<file path="config.mk">
export PLATFORM = sky130hd
export DESIGN_NAME = writeback_group_arbiter
export DESIGN_NICKNAME = d
export VERILOG_FILES = /design/src/rtl/writeback_group_arbiter.sv
export SDC_FILE = /design/constraint.sdc
export NUM_CORES = 1
export LEC_CHECK = 0
export BUFFER_PORTS_ARGS = -buffer_cell sky130_fd_sc_hd__buf_4
export CAP_MARGIN = 20
export CORE_UTILIZATION = 40
export CTS_CLUSTER_SIZE = 8
export DETAILED_ROUTE_END_ITERATION = 8
export GPL_TIMING_DRIVEN = 0
export PLACE_DENSITY_LB_ADDON = 0.12
export SYNTH_ARGS = -nofsm -noshare
export SYNTH_HDL_FRONTEND = slang
export SYNTH_SLANG_ARGS = --single-unit
</file>
<file path="constraint.sdc">
create_clock -name clk -period 2.26 [get_ports clk]
set_clock_uncertainty 0.15 [all_clocks]
set_input_delay 0.113 -clock clk [delete_from_list [all_inputs] [get_ports clk]]
set_output_delay 0.113 -clock clk [all_outputs]
set_load 0.1 [all_outputs]
</file>
<file path="src/rtl/writeback_group_arbiter.sv">
// writeback_group_arbiter: grants one done execution unit per cycle onto the registered WB group 1 port.
// Round-robin by default; define WB_ARB_OLDEST_FIRST_EN to grant the result closest to retirement first.
module writeback_group_arbiter #(
    parameter int NUM_UNITS = 4,
    parameter int ID_W      = 3,
    parameter int DATA_W    = 32
) (
    input  logic                        clk,
    input  logic                        rst,
    input  logic [NUM_UNITS-1:0]        unit_done,
    input  logic [NUM_UNITS*ID_W-1:0]   unit_id,
    input  logic [NUM_UNITS*DATA_W-1:0] unit_data,
    output logic [NUM_UNITS-1:0]        unit_ack,
    input  logic [ID_W-1:0]             oldest_id,
    output logic                        wb_valid,
    output logic [ID_W-1:0]             wb_id,
    output logic [DATA_W-1:0]           wb_data
);

    localparam int               PTR_W    = (NUM_UNITS > 1) ? $clog2(NUM_UNITS) : 1;
    localparam logic [PTR_W-1:0] LAST_IDX = PTR_W'(NUM_UNITS - 1);

    logic [PTR_W-1:0]  rr_ptr_q, rr_ptr_d;
    logic              gnt_any;
    logic [PTR_W-1:0]  gnt_idx;
    logic [ID_W-1:0]   sel_id;
    logic [DATA_W-1:0] sel_data;

    logic              wb_valid_q;
    logic [ID_W-1:0]   wb_id_q;
    logic [DATA_W-1:0] wb_data_q;

    logic [ID_W-1:0]   id_arr   [NUM_UNITS];
    logic [DATA_W-1:0] data_arr [NUM_UNITS];

    for (genvar g = 0; g < NUM_UNITS; g++) begin : g_unpack
        assign id_arr[g]   = unit_id[g*ID_W +: ID_W];
        assign data_arr[g] = unit_data[g*DATA_W +: DATA_W];
    end

`ifdef WB_ARB_OLDEST_FIRST_EN
    // Age wraps modulo 2^ID_W, so the ID equal to oldest_id is age 0; strict < keeps ties on the lowest index.
    always_comb begin
        logic [ID_W-1:0] age;
        logic [ID_W-1:0] best_age;
        gnt_any  = 1'b0;
        gnt_idx  = '0;
        age      = '0;
        best_age = '1;
        for (int unsigned i = 0; i < NUM_UNITS; i++) begin
            age = id_arr[i] - oldest_id;
            if (unit_done[i] && (!gnt_any || (age < best_age))) begin
                gnt_any  = 1'b1;
                gnt_idx  = PTR_W'(i);
                best_age = age;
            end
        end
    end

    assign rr_ptr_d = '0;
`else
    // Candidate index is reduced by one subtraction, which keeps non-power-of-2 unit counts in range.
    localparam logic [PTR_W:0] NUM_EXT = (PTR_W + 1)'(NUM_UNITS);

    always_comb begin
        logic [PTR_W:0] cand;
        gnt_any = 1'b0;
        gnt_idx = '0;
        cand    = '0;
        for (int unsigned off = 0; off < NUM_UNITS; off++) begin
            cand = {1'b0, rr_ptr_q} + (PTR_W + 1)'(off);
            if (cand >= NUM_EXT) begin
                cand = cand - NUM_EXT;
            end
            if (!gnt_any && unit_done[cand[PTR_W-1:0]]) begin
                gnt_any = 1'b1;
                gnt_idx = cand[PTR_W-1:0];
            end
        end
    end

    always_comb begin
        rr_ptr_d = rr_ptr_q;
        if (gnt_any && !rst) begin
            rr_ptr_d = (gnt_idx == LAST_IDX) ? '0 : gnt_idx + PTR_W'(1);
        end
    end

    logic unused_oldest_id;
    assign unused_oldest_id = ^oldest_id;
`endif

    always_comb begin
        unit_ack = '0;
        if (gnt_any && !rst) begin
            unit_ack[gnt_idx] = 1'b1;
        end
    end

    assign sel_id   = id_arr[gnt_idx];
    assign sel_data = data_arr[gnt_idx];

    always_ff @(posedge clk) begin
        if (rst) begin
            rr_ptr_q   <= '0;
            wb_valid_q <= 1'b0;
            wb_id_q    <= '0;
            wb_data_q  <= '0;
        end else begin
            rr_ptr_q   <= rr_ptr_d;
            wb_valid_q <= |unit_ack;
            if (|unit_ack) begin
                wb_id_q   <= sel_id;
                wb_data_q <= sel_data;
            end
        end
    end

    assign wb_valid = wb_valid_q;
    assign wb_id    = wb_id_q;
    assign wb_data  = wb_data_q;

    a_ack_onehot0 : assert property (@(posedge clk) $onehot0(unit_ack));
    a_ack_in_rst  : assert property (@(posedge clk) rst |-> (unit_ack == '0));
    a_ptr_range   : assert property (@(posedge clk) disable iff (rst) (rr_ptr_q <= LAST_IDX));

endmodule

</file>
; ---- Yosys cells after proc, flatten, opt, wreduce, memory -nomap -nowiden
; Cells that the tools add are included.
[op_classes]
magnitude_cmp = 11
bitwise = 1
reduce_logical = 10
addsub = 8
mux = 30
n_eq_ne = 1
[op_table]
columns = operator, count
row1 = binary-select mux 32 bit (select 2 bit), 1
row2 = two-way mux 32 bit, 2
row3 = two-way mux 2 bit, 9
row4 = less-than comparator 2 x 3 -> 1 bit (second input constant), 5
row5 = >= comparator 3 bit (second input constant), 4
row6 = two-way mux 1 bit, 9
row7 = binary-select mux 1 bit (select 2 bit), 4
row8 = subtractor 2 x 1 -> 2 bit (second input constant), 4
row9 = adder 2 x 2 -> 3 bit (second input constant), 2
row10 = binary-select mux 3 bit (select 2 bit), 1
row11 = two-way mux 3 bit, 2
row12 = logical AND 1 bit, 5
row13 = zero test 1 bit, 4
row14 = two-way mux 4 bit, 1
row15 = OR reduction 4 bit, 1
row16 = adder 2 x 1 -> 3 bit (second input constant), 1
row17 = >= comparator 2 x 3 -> 1 bit (second input constant), 1
row18 = inverter 2 -> 3 bit, 1
row19 = adder 2 x 1 -> 2 bit (second input constant), 1
row20 = demux 1 bit (select 2 bit), 1
row21 = equality test 2 bit (second input constant), 1
row22 = >= comparator 2 x 1 -> 1 bit (second input constant), 1
[word_totals]
output_inout_bits = 40
in_bits = 149
reg_bits = 38

; ---- Longest topological paths before layout
; Gate-level depths: netlist of run 1.
[depth]
depth_word = 20
ltp_mapped = 8
mapped_depth_nobuf = 5

; ---- Worst setup path after synthesis of run 1
; No wires, ideal clock.
[synth_path]
path_kind = register to output
start = register rr_ptr_q[0]
end = output unit_ack[0]
path_buffers = 3
slack_ns = -0.620
t_arrival_ns = 2.617
stages_incl_launch_ff = 9
path_cell_list = dfxtp_1 and2b_1 o21bai_1 o31a_1 buf_2 nand2b_1 buf_2 buf_2 nor2_1
[synth_via]
elab_chain_cells = 19
elab_cells_between_ends = 44
[synth_lines]
columns = item, line
row1 = "start, declared", 23  ; logic [PTR_W-1:0] rr_ptr_q, rr_ptr_d;
row2 = "start signal, assigned", 110  ; rr_ptr_q <= rr_ptr_d;
row3 = "parallel branches: the longest is 18 deep, another holds adder 2 x 1 -> 3 bit", -
row4 = two-way mux 4 bit (*), 95  ; if (gnt_any && !rst) begin
row5 = "end, declared", 13  ; output logic [NUM_UNITS-1:0] unit_ack,
; Every way passes the cells marked *. The select of a mux whose other input is x is not followed.

; ---- Worst setup path after layout of run 1
[layout_path]
start = register rr_ptr_q[0]
end = output unit_ack[1]
; Same word-level chain as after synthesis.

==> out/metrics.yaml, run 1 <==
route:
  first_iter_violations: 168
  top_layer: "met4"
  wl_met2_mm: 5.743
  routed_wire_length_per_instance_um: 17.09
  drcViolationCount: 0
  route.vias.total: 3556
  viasPerCell: 5.462
  met3_wirelength_um: 761
  route.layer.met1.wl_mm: 4.231
  wirelength_mm: 11.13
  final_antenna_net_count: 0
  firstDrtPassIters: 4
clock_network:
  path_clk_slew_ps: 90
  cts_num_sinks: 38
  tritoncts.num_buffers: 5
  clock_insertion_delay_worst_skew_ps: 300
  tritoncts: "done"
  htree_num_levels: 2
  clockBufferDepth: 2
  clk_root_buffer_cell: "sky130_fd_sc_hd__clkbuf_8"
floorplanning:
  fp.dieH_um: 80.18
  floorplan_die_width_um: 80.18
  fp.coreArea_mm2: 0.005921
  initial_utilization_pct: 41.29
  fp_rows: 28
  die-area_mm2: 0.006429
  io-pin-count: 189
setup_path:
  timing.critical_path.fanout_max: 6
  startpoint: "rr_ptr_q[0]"
  crit_path_frequent_cell: "sky130_fd_sc_hd__buf_6"
  r2r_start: "rr_ptr_q[0]"
  critical_path_class: "reg2out"
  worst-path-buf-inv: 4
  crit_path_start_kind: "flop"
  cp_top_family: "buffers and inverters"
  crit_path_top_delay_cell: "sky130_fd_sc_hd__dfxtp_2"
  critical-path-max-stage-delay_ps: 360
  endpoint_kind_of_the_worst_setup_timing_path: "primary output"
  worstPathArrival_ps: 2010
  critical_path.cell_chain: "and2b_2 > o21bai_1 > o31a_1 > buf_6 > nand2b_1 > buf_6 > buf_8 > nor2_4 > buf_12"
  worst-endpoint-required_ps: 2000
global_routing:
  grt_pass1_wl_mm: 16.30
  globalRouteOverflowTotal: 0
  first_global_vias: 3490
  largest_net_degree_at_the_start_of_global_routing: 13
  number_of_antenna_violations_at_the_first_check_in_global_routing: 0
  track_usage_pct: 33.15
sta:
  worst-slew-pin-transition_ps: 567.3
  layout_setup_ws_ps: -9.655
  timing.slew.headroom_pct: 61.87
  max_clock_freq_ghz: 0.4406
  fin_crit_ps: 2270
  finalCritPeriodShare_pct: 100.4
  final-setup-viol-count: 2
  maxSlewViolCount: 0
  hold_viol: 0
layout:
  mostFrequentLayoutCells: "sky130_fd_sc_hd__buf_4, sky130_fd_sc_hd__dlygate4sd3_1, sky130_fd_sc_hd__mux2i_1, sky130_fd_sc_hd__nand2_1, sky130_fd_sc_hd__dfxtp_1"
  final_cell_count_no_fill: 651
  layout_area_growth_over_synthesis_pct: 102.5
  num-nets-final: 724
  final_common_cell: "sky130_fd_sc_hd__buf_4"
  drive_above_1_share_pct: 41.49
  antennaDiodeCount: 0
synth:
  synth_seq_cells: 38
  synth_seq_area_share_pct: 31.12
  synth.net_count: 451
  post_synth.cell_area_avg_um2: 8.096
  syn_inst: 302
  synth_warnings: 0
  syn_area_mm2: 0.002445
  netlist-cell-type-count: 31
run_status:
  run_status: "complete, but fails checks"
  violations: "negative setup slack"
power:
  cellLeakagePower_nw: 2.325
  p_per_area_mw_per_mm2: 834.2
  ir_drop_v: 0.0005596
placement:
  place.detailed.hpwl_mm: 6.685
  portBuffers: 185
  gp_routability_congestion: 0.8186
  place.detailed.instances: 562
  dp_worst_setup_slack_ps: -51.30
flow_run:
  maxCapViolCount: 0
hold_path:
  min-delay-path-class: "in2reg"
  hp-start: "unit_data[41]"
[repair_timing]
item	CTS	global route
gates cloned	0	0
hold buffers	66	0
resized for setup	24	11
endpoints found under the hold margin	34	0
setup endpoints to repair	8	28
pin swaps	4	2
setup buffers	8	8
[worst min-delay path: stages]
cell	delay (ps)
sky130_fd_sc_hd__buf_4	80
sky130_fd_sc_hd__mux2i_1	70
sky130_fd_sc_hd__o211ai_1	150
[cells in the mapped netlist, drive strengths merged]
cell type  instances  area share [%]
nand2b             1            0.26
nor3               1            0.20
o211ai            32             9.8
o21bai             1            0.31
inv                1            0.15
buf               12             2.6
mux2i             38              16
nand2             37             5.7
a211o              1            0.36
o31a               1            0.36
dfxtp             38              31
nor4               2             1.4
a21oi              1            0.20
o221ai             3             1.1
a21o              32             9.8
nand3b             3            0.92
clkbuf            15             2.3
or4                1            0.31
nand3             32             6.6
a211oi             1            0.51
o311ai             1            0.36
a21boi             1            0.31
nor2b              2            0.61
nor2              10             1.8
and2b              1            0.31
xnor2              1            0.36
o21ai             33             6.8
[flip-flops by register name (all words and copies together) (netlist names)]
| signal | count |
|---|---|
| rr_ptr_q | 2 |
| wb_valid | 1 |
| wb_id | 3 |
| wb_data | 32 |
[per-stage QoR]
| step | util [%] | hold slack (ps) | total power, mW | area, µm² | setup TNS (ps) |
|---|---|---|---|---|---|
| 2_1_floorplan | - | 32.07 | 2.640 | 2460 | -318.1 |
| 3_3_place_gp | 66.59 | 175.0 | 3.225 | 3943 | -100.9 |
| 3_5_place_dp | 66.59 | 179.1 | 3.255 | 3943 | -133.0 |
| 4_1_cts | 82.04 | 0.4010 | 4.032 | 4857 | -13.22 |
| 5_1_grt | 83.60 | 29.07 | 4.278 | 4950 | -103.1 |
| 6_report | 83.60 | 6.195 | 4.129 | 4950 | -15.62 |
[area by class of cell]
type                            count  area [µm²]
Tap cell                           75       93.84
Buffer                             26       146.4
Inverter                            1       3.754
Fill cell                         359       970.9
Clock inverter                      3       40.04
Multi-Input combinational cell    236        1617
Sequential cell                    38       765.7
Timing Repair Buffer              267        2215
Clock buffer                        5       68.82
[power breakdown]
| group | internal (mW) | switching [mW] |
|---|---|---|
| clock network | 0.325 | 0.261 |
| logic | 0.871 | 1.76 |
| registers | 0.823 | 0.0897 |
[per-layer routing]
metal	vias to the layer above	track usage (%)
met2	176	60.43
met4	0	14.46
met5	-	0
li1	1656	-
met1	1685	35.95
met3	39	8.295
[cell families (layout without fill, tap and decap cells)]
group | Yosys count | after routing | share of synthesized area (%)
AO/OA/AOI/OAI | 107 | 107 | 29.89
XOR/XNOR | 1 | 1 | 0.3583
buffers and inverters | 28 | 302 | 5.015
flip-flops | 38 | 38 | 31.12
multiplexers | 38 | 38 | 15.56
AND/OR/NAND/NOR | 90 | 90 | 18.07
[final timing paths]
| check | to | slack [ps] | depth (start not counted) |
|---|---|---|---|
| worst max-delay path | unit_ack[1] | -10 | 9 |
| worst min-delay path | wb_data[9] | 6 | 3 |
| worst max register to register | wb_data[17] | 140 | 7 |
| worst min register to register | wb_id[2] | 330 | 2 |
Power figures use the tool's default switching activity.
==> run 2: changes to the inputs <==
--- a/config.mk
+++ b/config.mk
@@ -12,6 +12,7 @@
 export DETAILED_ROUTE_END_ITERATION = 8
 export GPL_TIMING_DRIVEN = 0
 export PLACE_DENSITY_LB_ADDON = 0.12
+export SKIP_CTS_REPAIR_TIMING = 1
 export SYNTH_ARGS = -nofsm -noshare
 export SYNTH_HDL_FRONTEND = slang
 export SYNTH_SLANG_ARGS = --single-unit
==> run 2 against run 1 <==
  * The flow finishes with violations (negative hold slack)
  * Via count shrank 6.2%
  * Hold slack lost 42 ps
  * Sequential cell count is the same
  * Global-route usage shrank 6.4 points
  * Cell count shrank 5.5%
  * First-iteration DRC count shrank 5.4%
  * Register-to-register slack lost 40 ps
  * Utilization shrank 6.1 points
  * Non-clock buffer count shrank 36
  * Total power shrank 2.3%
  * Sequential share of layout area grew 1.2 points
  * Critical endpoint is now unit_ack[0]
  * Largest power group unchanged
  * Highest routed layer unchanged
==> out/metrics.yaml, run 2 (synthesized netlist as in run 1, its figures left out) <==
run_status:
  run_status: "complete, but fails checks"
  violations: "negative hold slack"
route:
  firstDrtPassIters: 4  # unchanged
  wl_met2_mm: 5.153  # -10%
  top_layer: "met4"
  routed_wire_length_per_instance_um: 16.10  # -5.8%
  drcViolationCount: 0  # unchanged
  first_iter_violations: 159  # -5.4%
  viasPerCell: 5.424  # -0.70%
  wirelength_mm: 9.900  # -11%
  met3_wirelength_um: 711  # -6.6%
  route.layer.met1.wl_mm: 3.892  # -8.0%
  final_antenna_net_count: 0  # unchanged
  route.vias.total: 3336  # -6.2%
power:
  total_power_mw: 4.033  # -2.3%
  p_per_area_mw_per_mm2: 878.4  # +5.3%
  ir_drop_v: 0.0005925  # +5.9%
  cellLeakagePower_nw: 2.169  # -6.7%
placement:
  place.detailed.instances: 562  # unchanged
  dp_worst_setup_slack_ps: -51.30  # unchanged
  portBuffers: 185  # unchanged
  gp_routability_congestion: 0.8186  # unchanged
  place.detailed.hpwl_mm: 6.685  # unchanged
layout:
  final_cell_count_no_fill: 615  # -5.5%
  drive_above_1_share_pct: 43.33  # +1.8 points
  final_common_cell: "sky130_fd_sc_hd__buf_4"
  mostFrequentLayoutCells: "sky130_fd_sc_hd__buf_4, sky130_fd_sc_hd__mux2i_1, sky130_fd_sc_hd__nand2_1, sky130_fd_sc_hd__dfxtp_1, sky130_fd_sc_hd__dlygate4sd3_1"
  num-nets-final: 688  # -5.0%
  antennaDiodeCount: 0  # unchanged
  layout_area_growth_over_synthesis_pct: 87.77
  largest_register_ffs: 32  # unchanged
floorplanning:
  floorplan_die_width_um: 80.18  # unchanged
  die-area_mm2: 0.006429  # unchanged
  initial_utilization_pct: 41.29  # unchanged
  fp.dieH_um: 80.18  # unchanged
  io-pin-count: 189  # unchanged
  fp_rows: 28  # unchanged
  fp.coreArea_mm2: 0.005921  # unchanged
global_routing:
  first_global_vias: 2835  # -19%
  largest_net_degree_at_the_start_of_global_routing: 13  # unchanged
  number_of_antenna_violations_at_the_first_check_in_global_routing: 0  # unchanged
  globalRouteOverflowTotal: 0  # unchanged
  grt_pass1_wl_mm: 13.30  # -18%
  track_usage_pct: 26.77  # -6.4 points
sta:
  layout_setup_ws_ps: 33.31  # +42.96 ps
  setup_repair_after_global_routing_missed_its_margin: "yes"
  finalCritPeriodShare_pct: 98.53  # -1.9 points
  maxSlewViolCount: 0  # unchanged
  timing.slew.headroom_pct: 60.91  # -0.96 points
  worst_hold_slack_ps: -35.52  # -41.71 ps
  final-setup-viol-count: 0  # -2
  max_clock_freq_ghz: 0.4491  # +1.9%
  hold_viol: 11  # +11
  fin_crit_ps: 2227  # -42.96 ps
  worst-slew-pin-transition_ps: 581.6  # +14.31 ps
clock_network:
  path_clk_slew_ps: 80  # about the same
  clk_root_buffer_cell: "sky130_fd_sc_hd__clkbuf_8"
  clockBufferDepth: 2  # unchanged
  clock_insertion_delay_worst_skew_ps: 300  # about the same
  cts_num_sinks: 38  # unchanged
  htree_num_levels: 2  # unchanged
  tritoncts.num_buffers: 5  # unchanged
  tritoncts: "done"
flow_run:
  maxCapViolCount: 0  # unchanged
setup_path:
  crit_path_start_kind: "flop"
  critical_path_class: "reg2out"
  timing.critical_path.fanout_max: 5  # -1
  endpoint_kind_of_the_worst_setup_timing_path: "primary output"
  worst-endpoint-required_ps: 2000  # about the same
  worstPathArrival_ps: 1960  # -50 ps
hold_path:
  min-delay-path-class: "in2reg"
-- run 2: changes by cell type in the layout (fill, tap and decap cells not counted), moves of 2 or more --
cell | before | now
sky130_fd_sc_hd__dlygate4sd3_1 | 66 | 34
sky130_fd_sc_hd__buf_4 | 200 | 196
sky130_fd_sc_hd__buf_2 | 5 | 7
sky130_fd_sc_hd__buf_8 | 2 | 0
-- run 2: final cells by class --
class,count,area [µm²]
Buffer,26,148.9
Clock buffer,5,68.82
Clock inverter,3,40.04
Fill cell,426,1330
Inverter,1,3.754
Multi-Input combinational cell,236,1625
Sequential cell,38,765.7
Tap cell,75,93.84
Timing Repair Buffer,231,1844
-- run 2: per-layer routing --
metal | vias up | GRT usage, %
met5 | - | 0
met3 | 14 | 6.591
met4 | 0 | 8.214
met1 | 1597 | 31.66
li1 | 1591 | -
met2 | 134 | 47.26
-- run 2: through the flow --
stage	util [%]	area [µm²]	TNS [ps]	hold WS [ps]
after CTS	68.43	4051	-1501	-143.5
after floorplan	-	2460	-318.1	32.07
after global routing	77.54	4591	-102.8	1.215
after global placement	66.59	3943	-100.9	175.0
after detailed placement	66.59	3943	-133.0	179.1
final	77.54	4591	0	-35.52
-- run 2: worst max-delay path: stages, from the launching register on --
cell and delay (ps):
sky130_fd_sc_hd__dfxtp_2 340, sky130_fd_sc_hd__and2b_2 280, sky130_fd_sc_hd__o21bai_4 90, sky130_fd_sc_hd__o31a_1 120, sky130_fd_sc_hd__buf_6 120, sky130_fd_sc_hd__nand2b_1 140, sky130_fd_sc_hd__buf_6 150, sky130_fd_sc_hd__buf_12 130
sky130_fd_sc_hd__nor2_4 120, sky130_fd_sc_hd__buf_12 180
-- run 2: final timing paths --
check,startpoint,slack (ps),to,depth (start not counted)
setup / recovery,rr_ptr_q[0],30,unit_ack[0],9
hold reg to reg,wb_id[2],330,wb_id[2],2
hold / removal,unit_id[4],-40,wb_id[1],3
setup reg to reg,rr_ptr_q[0],100,wb_data[16],7
-- run 2: where the power goes --
part / switching (mW) / internal, mW
clock network: 0.257 / 0.325
logic: 1.72 / 0.819
registers: 0.0888 / 0.823
total: 2.07 / 1.97
